## config.mk

```make
export PLATFORM = sky130hd
export DESIGN_NAME = stream_topk_sorter
export DESIGN_NICKNAME = d
export VERILOG_FILES = /design/src/rtl/stream_topk_sorter.sv
export SDC_FILE = /design/constraint.sdc
export NUM_CORES = 1
export LEC_CHECK = 0
export BUFFER_PORTS_ARGS = -buffer_cell sky130_fd_sc_hd__buf_2
export CAP_MARGIN = 15
export CORE_MARGIN = 10
export CORE_UTILIZATION = 60
export CTS_BUF_LIST = sky130_fd_sc_hd__clkbuf_8
export CTS_CLUSTER_DIAMETER = 150
export DETAILED_ROUTE_END_ITERATION = 6
export PLACE_DENSITY = 0.78
export SETUP_SLACK_MARGIN = 0.5
export SYNTH_ARGS = -nofsm -noshare
export SYNTH_HDL_FRONTEND = slang
export SYNTH_SLANG_ARGS = --single-unit
export TNS_END_PERCENT = 100
```

## constraint.sdc

```tcl
create_clock -name aclk -period 3 [get_ports aclk]
set_input_delay 0.15 -clock aclk [delete_from_list [all_inputs] [get_ports aclk]]
set_output_delay 0.15 -clock aclk [all_outputs]
set_load 0.02 [all_outputs]
```

## src/rtl/stream_topk_sorter.sv

```systemverilog
// Streaming top-K sorter: keeps the DEPTH best keys of a frame in a sorted
// register array (single-cycle insertion) and emits them in order on tlast.
module stream_topk_sorter #(
    parameter int C_S_AXI_TDATA_WIDTH = 16,
    parameter int C_M_AXI_TDATA_WIDTH = 16,
    parameter int KEY_WIDTH           = 8,
    parameter int DEPTH               = 8,
    parameter bit DESCEND             = 1'b0
) (
    input  logic                               aclk,
    input  logic                               s_axi_aresetn,
    input  logic                               s_axi_tvalid,
    output logic                               s_axi_tready,
    input  logic [C_S_AXI_TDATA_WIDTH-1:0]     s_axi_tdata,
    input  logic [C_S_AXI_TDATA_WIDTH/8-1:0]   s_axi_tkeep,
    input  logic                               s_axi_tlast,
    output logic                               m_axi_tvalid,
    input  logic                               m_axi_tready,
    output logic [C_M_AXI_TDATA_WIDTH-1:0]     m_axi_tdata,
    output logic [C_M_AXI_TDATA_WIDTH/8-1:0]   m_axi_tkeep,
    output logic                               m_axi_tlast,
    output logic [$clog2(DEPTH+1)-1:0]         occupancy
);

    localparam int DW    = C_M_AXI_TDATA_WIDTH;
    localparam int OCC_W = $clog2(DEPTH+1);
    localparam logic [OCC_W-1:0] FULL = OCC_W'(DEPTH);

    typedef enum logic {FILL, DRAIN} state_t;

    state_t           state_q, state_d;
    logic [DW-1:0]    data_q [DEPTH];
    logic [DW-1:0]    data_d [DEPTH];
    logic [DEPTH-1:0] vld_q, vld_d;
    logic [OCC_W-1:0] occ_q, occ_d;
    logic             rdy_q;
    logic [DEPTH-1:0] ins;
    logic             in_hs, out_hs;
    logic             unused_tkeep;

    function automatic logic better(input logic [KEY_WIDTH-1:0] a, input logic [KEY_WIDTH-1:0] b);
        return DESCEND ? (a > b) : (a < b);
    endfunction

    assign unused_tkeep = ^s_axi_tkeep;

    assign s_axi_tready = rdy_q && (state_q == FILL);
    assign m_axi_tvalid = (state_q == DRAIN);
    assign m_axi_tdata  = (state_q == DRAIN) ? data_q[0] : '0;
    assign m_axi_tlast  = (state_q == DRAIN) && (occ_q == OCC_W'(1));
    assign m_axi_tkeep  = '1;
    assign occupancy    = occ_q;

    assign in_hs  = s_axi_tvalid && s_axi_tready;
    assign out_hs = m_axi_tvalid && m_axi_tready;

    // Array is packed and sorted, so the insert mask is a thermometer: the new
    // beat lands at its lowest set bit; equal keys do not set it (stable ties).
    always_comb begin
        for (int i = 0; i < DEPTH; i++)
            ins[i] = !vld_q[i] || better(s_axi_tdata[KEY_WIDTH-1:0], data_q[i][KEY_WIDTH-1:0]);
    end

    always_comb begin
        // NOTE: every next-state signal gets its default first so no path leaves it unassigned (no latch).
        state_d = state_q;
        vld_d   = vld_q;
        occ_d   = occ_q;
        for (int i = 0; i < DEPTH; i++)
            data_d[i] = data_q[i];

        if (in_hs) begin
            if (ins[DEPTH-1]) begin
                if (ins[0]) begin
                    data_d[0] = s_axi_tdata;
                    vld_d[0]  = 1'b1;
                end
                for (int i = 1; i < DEPTH; i++) begin
                    if (ins[i] && !ins[i-1]) begin
                        data_d[i] = s_axi_tdata;
                        vld_d[i]  = 1'b1;
                    end else if (ins[i]) begin
                        data_d[i] = data_q[i-1];
                        vld_d[i]  = vld_q[i-1];
                    end
                end
            end
            if (occ_q != FULL)
                occ_d = occ_q + OCC_W'(1);
            if (s_axi_tlast)
                state_d = DRAIN;
        end else if (out_hs) begin
            for (int i = 0; i < DEPTH-1; i++)
                data_d[i] = data_q[i+1];
            data_d[DEPTH-1] = '0;
            vld_d = vld_q >> 1;
            occ_d = occ_q - OCC_W'(1);
            if (occ_q == OCC_W'(1))
                state_d = FILL;
        end
    end

    always_ff @(posedge aclk or negedge s_axi_aresetn) begin
        if (!s_axi_aresetn) begin
            state_q <= FILL;
            vld_q   <= '0;
            occ_q   <= '0;
            rdy_q   <= 1'b0;
            // NOTE: the slot array is reset too, so a reset mid-drain can never leak stale entries onto m_axi_tdata.
            for (int i = 0; i < DEPTH; i++)
                data_q[i] <= '0;
        end else begin
            // NOTE: non-blocking assignments so every slot samples the pre-edge array during the shift.
            state_q <= state_d;
            vld_q   <= vld_d;
            occ_q   <= occ_d;
            rdy_q   <= 1'b1;
            for (int i = 0; i < DEPTH; i++)
                data_q[i] <= data_d[i];
        end
    end

endmodule

```

# After elaboration in Yosys (flattened, before gate mapping)
# Cells that the tools add are included.
# W data, S select, Z words.
# totals
reg_bits,142
latchBits,0
ram_bits,0
rom_bits,0
inputBits,23
output_inout_bits,25
elab_cells,130
mem_count,0
# classes
add_sub_neg,2
n_mul,0
div,0
magnitude_cmp,8
n_eq_ne,12
shifts,0
muxes,42
n_bitwise,1
reduce_logical,46
# ops
operator,count
$mux W128,3
$mux W16,15
$lt A8 B8 Y1,8
$mux W8,3
$reduce_and A3 Y1,8
$mux W1,18
$ne A3 B2 Y1 const B,6
$logic_not A1 Y1,15
$mux W4,3
$logic_and A1 B1 Y1,11
$logic_or A1 B1 Y1,8
$ne A2 B2 Y1 const B,3
$add A4 B1 Y4 const B,1
$eq A4 B1 Y1 const B,1
$ne A4 B4 Y1 const B,1
$reduce_and A2 Y1,2
$reduce_bool A2 Y1,2
$sub A4 B1 Y4 const B,1
$ne A2 B1 Y1 const B,1
$not A1 Y1,1

# Longest topological paths before layout
# logic_depth
word_depth,7
ltp_mapped,11
ltp_nobuf,8

# Worst setup path after synthesis
# OpenSTA, ideal clock, no wires.
# synth_path
kind,reg2reg
from,reg data_q[103] (netlist name)
to,reg data_q[80] (netlist name)
setup_ns,0.122
t_arrival_ns,2.239
required_time_ns,2.878
setup_slack_ns,0.639
stages_incl_launch_ff,10
n_path_buf,1
period_less_slack_ns,2.361
cell_sequence,dfrtp_1 inv_1 ha_1 and3_4 a221o_1 a22o_2 and2_4 buf_6 or3_1 a32o_1
# synth_via
elab_chain_len,7
word_cells_on_any_way,9
cone_classes,order compare: 1; eq/ne: 1; mux: 3; reduce/logical: 4
# synth_rtl
item,line,source
start: declaration,32,logic [DW-1:0] data_q [DEPTH];
start signal: indexed assignment,119,data_q[i] <= data_d[i];
$lt A8 B8 Y1 (*),42,return DESCEND ? (a > b) : (a < b);
$logic_or A1 B1 Y1 (*),61,"ins[i] = !vld_q[i] || better(s_axi_tdata[KEY_WIDTH-1:0], data_q[i][KEY_WIDTH-1:0]);"
$logic_not A1 Y1 (*),79,if (ins[i] && !ins[i-1]) begin
$logic_and A1 B1 Y1 (*),79,
$mux W16,79,
$mux W128,73,if (ins[DEPTH-1]) begin
$mux W128,72,if (in_hs) begin
# Every way passes the cells marked *; elsewhere a longest branch is shown, timed or not. The select of a mux whose other input is x is not followed.
# A chain may end at the register's enable or synchronous reset.

# Worst setup path after layout
# layout_path
from,reg data_q[87] (netlist name)
to,reg data_q[77] (netlist name)
# Same word-level chain as after synthesis.

==> metrics.log <==
INFO  metric final_hold_viol_count = 0
INFO  metric numCtsBuffers = 17
INFO  metric setup.worst_path.class = reg2reg
INFO  metric wire_per_inst = 20.7 um
INFO  metric place.detailed.instances = 1258
INFO  metric insertion_delay = 0.48 ns
INFO  metric synth-async-reset-ratio = 1.00
INFO  metric filler_cell_count = 1206
INFO  metric detailedPlacementHpwl = 17300 um
INFO  metric pwr_density_cell = 1050 nW/um2
INFO  metric floorplan.die.width = 147 um
INFO  metric die_y = 147 um
INFO  metric timing.reg2reg.worst_path_depth = 9
INFO  metric netlist.top_cell.by_area = sky130_fd_sc_hd__dfrtp_1
INFO  metric grt.met3_usage = 0.0433
INFO  metric detail_route.iter0.violations = 964
INFO  metric grt_first_pass_wirelength = 43300 um
INFO  metric grt_remaining_overflow = 0
INFO  metric cap_violations = 0
INFO  metric r2r_start = data_q[87]$_DFFE_PN0P_
INFO  metric worst_slew_pin_slew = 0.784 ns
INFO  metric slew_limit_headroom = 0.477
INFO  metric number_of_standard_cells_after_synthesis = 1058
INFO  metric global_route.peak_usage_layer = met2
INFO  metric setup_violations = 0
INFO  metric post-route-period-util = 0.829
INFO  metric count_of_nets_after_finishing = 1180
INFO  metric ys_ff_latch = 142
INFO  metric timing.critical_path.fanout_max = 6
INFO  metric vias = 8817
INFO  metric detail_route.wirelength = 27500 um
INFO  metric clock-root-buffer = sky130_fd_sc_hd__clkbuf_8
INFO  metric synth_top_cells_by_area = sky130_fd_sc_hd__dfrtp_1, sky130_fd_sc_hd__ha_1, sky130_fd_sc_hd__a32o_1
INFO  metric portBuffers = 43
INFO  metric whs_endpoint = m_axi_tvalid$_DFFE_PN0P_
INFO  metric area_of_the_mapped_netlist = 9650 um2
INFO  metric fin_setup_tns = 0 ns
INFO  metric fp-row-count = 46
INFO  metric synth.yosys.seq_area_share = 0.368
INFO  metric final-instance-count-excl-fill = 1326
INFO  metric worst_hold_slack = 0.0158 ns
INFO  metric leakage = 4.74 nW
INFO  metric grt.met1_usage = 0.299
INFO  metric cts.path.max_buffers = 2
INFO  metric status = finished clean
INFO  metric final.min_clock_period = 2.49 ns
INFO  metric initial_antenna_violation_count = 0
INFO  metric critPathRequiredTime = 3.38 ns
INFO  metric die_area = 21600 um2
INFO  metric global_route.usage.total = 0.240
INFO  metric synthMostInstantiatedCell = sky130_fd_sc_hd__dfrtp_1
INFO  metric post-synth-top-area-fraction = 0.368
INFO  metric tritoncts_clock_tree = built
INFO  metric finalWorstSetupSlack = 0.513 ns
INFO  metric ant_nets = 0
INFO  metric io-pin-count = 48
INFO  metric clock_sinks = 142
INFO  metric final_layout_size_suffix_gt1_frac = 0.182
INFO  metric syn_to_final_growth = 13.8%
INFO  metric synth_enable_flop_cells = 0
INFO  metric synthDistinctLibCells = 60
INFO  metric crit_start = data_q[87]$_DFFE_PN0P_
INFO  metric gp_congestion = 0.868
INFO  metric min_delay_path_class = in2reg
INFO  metric clock-skew-final = 0.0125 ns
INFO  metric drv_slew = 0
INFO  metric number_of_diodes_added_for_antenna_fixing = 0
INFO  metric timing.critical_path.arrival = 2.86 ns
INFO  metric clkSlewWorstSetupHoldPaths = 0.09 ns
INFO  metric route.detailed.drc = 0
INFO  metric avgViaCountPerCell = 6.65
INFO  metric vias_in_the_first_global_route = 8446
INFO  metric placeableCoreArea = 15800 um2
INFO  metric worst_r2r_endpoint = data_q[77]$_DFFE_PN0P_
INFO  metric global_route.usage.met2 = 0.410
INFO  metric start_kind = register
INFO  metric setup.worst_path.end_class = register
INFO  metric vdd_ir_drop_max = 0.674 mV
INFO  metric dominantRegCellSynth = sky130_fd_sc_hd__dfrtp_1
INFO  metric avgSynthCellArea = 9.12 um2
INFO  metric grt_max_degree = 98
INFO  metric fmaxAchievable = 402 MHz
INFO  metric rsz0062_at_grt = true
INFO  metric hp-start = m_axi_tready
INFO  metric yosys_warnings = 0
INFO  metric initial_util = 0.610
INFO  metric hold_path_depth = 3
INFO  metric drt_first_pass_iters = 5
INFO  metric preCtsSetupSlack = 0.162 ns
INFO  metric post_synth_most_frequent_cells = sky130_fd_sc_hd__dfrtp_1, sky130_fd_sc_hd__nand2_1, sky130_fd_sc_hd__a21oi_1, sky130_fd_sc_hd__a32o_1, sky130_fd_sc_hd__or3_1
INFO  metric ctsHtreeMaxLevel = 4
INFO  metric ff2ff_setup_slack = 0.51 ns
[critical path: stages (launching register included)]
cell	delay, ns
sky130_fd_sc_hd__dfrtp_1	0.40
sky130_fd_sc_hd__inv_1	0.10
sky130_fd_sc_hd__ha_4	0.21
sky130_fd_sc_hd__and3_4	0.17
sky130_fd_sc_hd__a221o_1	0.35
sky130_fd_sc_hd__a22oi_4	0.25
sky130_fd_sc_hd__nor2b_4	0.14
sky130_fd_sc_hd__clkbuf_16	0.18
sky130_fd_sc_hd__or3_1	0.31
sky130_fd_sc_hd__a32o_1	0.26
[where the power goes]
part	internal (mW)	switching [mW]	leakage, nW	total (mW)
sequential	2.85	0.849	1.76	3.70
combinational	2.80	3.42	2.79	6.22
clock	0.774	0.823	0.194	1.60
total	6.42	5.09	4.74	11.5
[cell usage in the layout (no fill, tap or decap), types with 8 or more instances in the layout]
| cell type | count |
|---|---|
| sky130_fd_sc_hd__a21oi_1 | 68 |
| sky130_fd_sc_hd__inv_1 | 59 |
| sky130_fd_sc_hd__ha_1 | 56 |
| sky130_fd_sc_hd__mux2i_1 | 18 |
| sky130_fd_sc_hd__and3_1 | 16 |
| sky130_fd_sc_hd__dfrtp_1 | 142 |
| sky130_fd_sc_hd__and2_1 | 17 |
| sky130_fd_sc_hd__nand2_1 | 136 |
| sky130_fd_sc_hd__a22o_1 | 65 |
| sky130_fd_sc_hd__o21ai_1 | 11 |
| sky130_fd_sc_hd__nor4_1 | 16 |
| sky130_fd_sc_hd__nor3_1 | 32 |
| sky130_fd_sc_hd__o21ai_0 | 28 |
| sky130_fd_sc_hd__o31ai_2 | 9 |
| sky130_fd_sc_hd__buf_4 | 37 |
| sky130_fd_sc_hd__or3_1 | 65 |
| sky130_fd_sc_hd__a32o_1 | 65 |
| sky130_fd_sc_hd__mux2_2 | 8 |
| sky130_fd_sc_hd__buf_2 | 42 |
| sky130_fd_sc_hd__o31ai_1 | 28 |
| sky130_fd_sc_hd__nor2_1 | 47 |
| sky130_fd_sc_hd__clkbuf_8 | 22 |
| sky130_fd_sc_hd__buf_12 | 9 |
| sky130_fd_sc_hd__buf_6 | 9 |
[sequential cells by signal (all words and copies together) (netlist names)]
register	flops
occupancy	4
rdy_q	1
data_q	128
vld_q	8
m_axi_tvalid	1
[cells by family after synthesis]
kind of cell / Yosys count / share of synthesized area
buf+inv: 150 / 0.0738
compound gates: 312 / 0.261
flops: 142 / 0.368
xor+xnor: 4 / 0.00363
simple gates: 363 / 0.187
fa+ha+maj: 60 / 0.0778
mux: 26 / 0.0280
other cells: 1 / 0.000388
[worst max path at each step]
stage                             endpoint  slack, ns  cells past startpoint
finish              data_q[77]$_DFFE_PN0P_       0.51                      9
global route        data_q[51]$_DFFE_PN0P_       0.43                     10
CTS                 data_q[84]$_DFFE_PN0P_       0.50                      9
detailed placement  data_q[24]$_DFFE_PN0P_       0.16                      8
global placement    data_q[28]$_DFFE_PN0P_       0.26                      8
floorplan           data_q[80]$_DFFE_PN0P_       0.64                      9
[layout make-up]
type,count,area (um2),share of cell area
multi-input combinational,773,5660,0.515
sequential,142,3550,0.324
timing repair buffer,102,865,0.0787
clock buffer,22,303,0.0276
tap,216,270,0.0246
inverter,61,229,0.0208
clock inverter,10,104,0.00946
[timing repair]
action | CTS | global route
gates cloned | 2 | 7
gates resized for setup | 10 | 32
hold buffers | 2 | 0
endpoints found under the hold margin | 58 | 0
pin swaps | 5 | 19
buffers inserted | 6 | 19
setup endpoints to repair | 106 | 106
[metal layers]
metal | wire (um) | vias up
li1 | - | 4007
met1 | 11500 | 4358
met2 | 13400 | 388
met3 | 1870 | 64
met4 | 731 | 0
met5 | 0 | -
[per-stage QoR]
| stage | utilization | area, um2 | power, mW |
|---|---|---|---|
| 2_1_floorplan | - | 9660 | 7.73 |
| 3_3_place_gp | 0.629 | 9960 | 8.94 |
| 3_5_place_dp | 0.629 | 9960 | 9.14 |
| 4_1_cts | 0.666 | 10500 | 10.9 |
| 5_1_grt | 0.694 | 11000 | 12.3 |
| 6_report | 0.694 | 11000 | 11.5 |
Power figures use the tool's default switching activity.
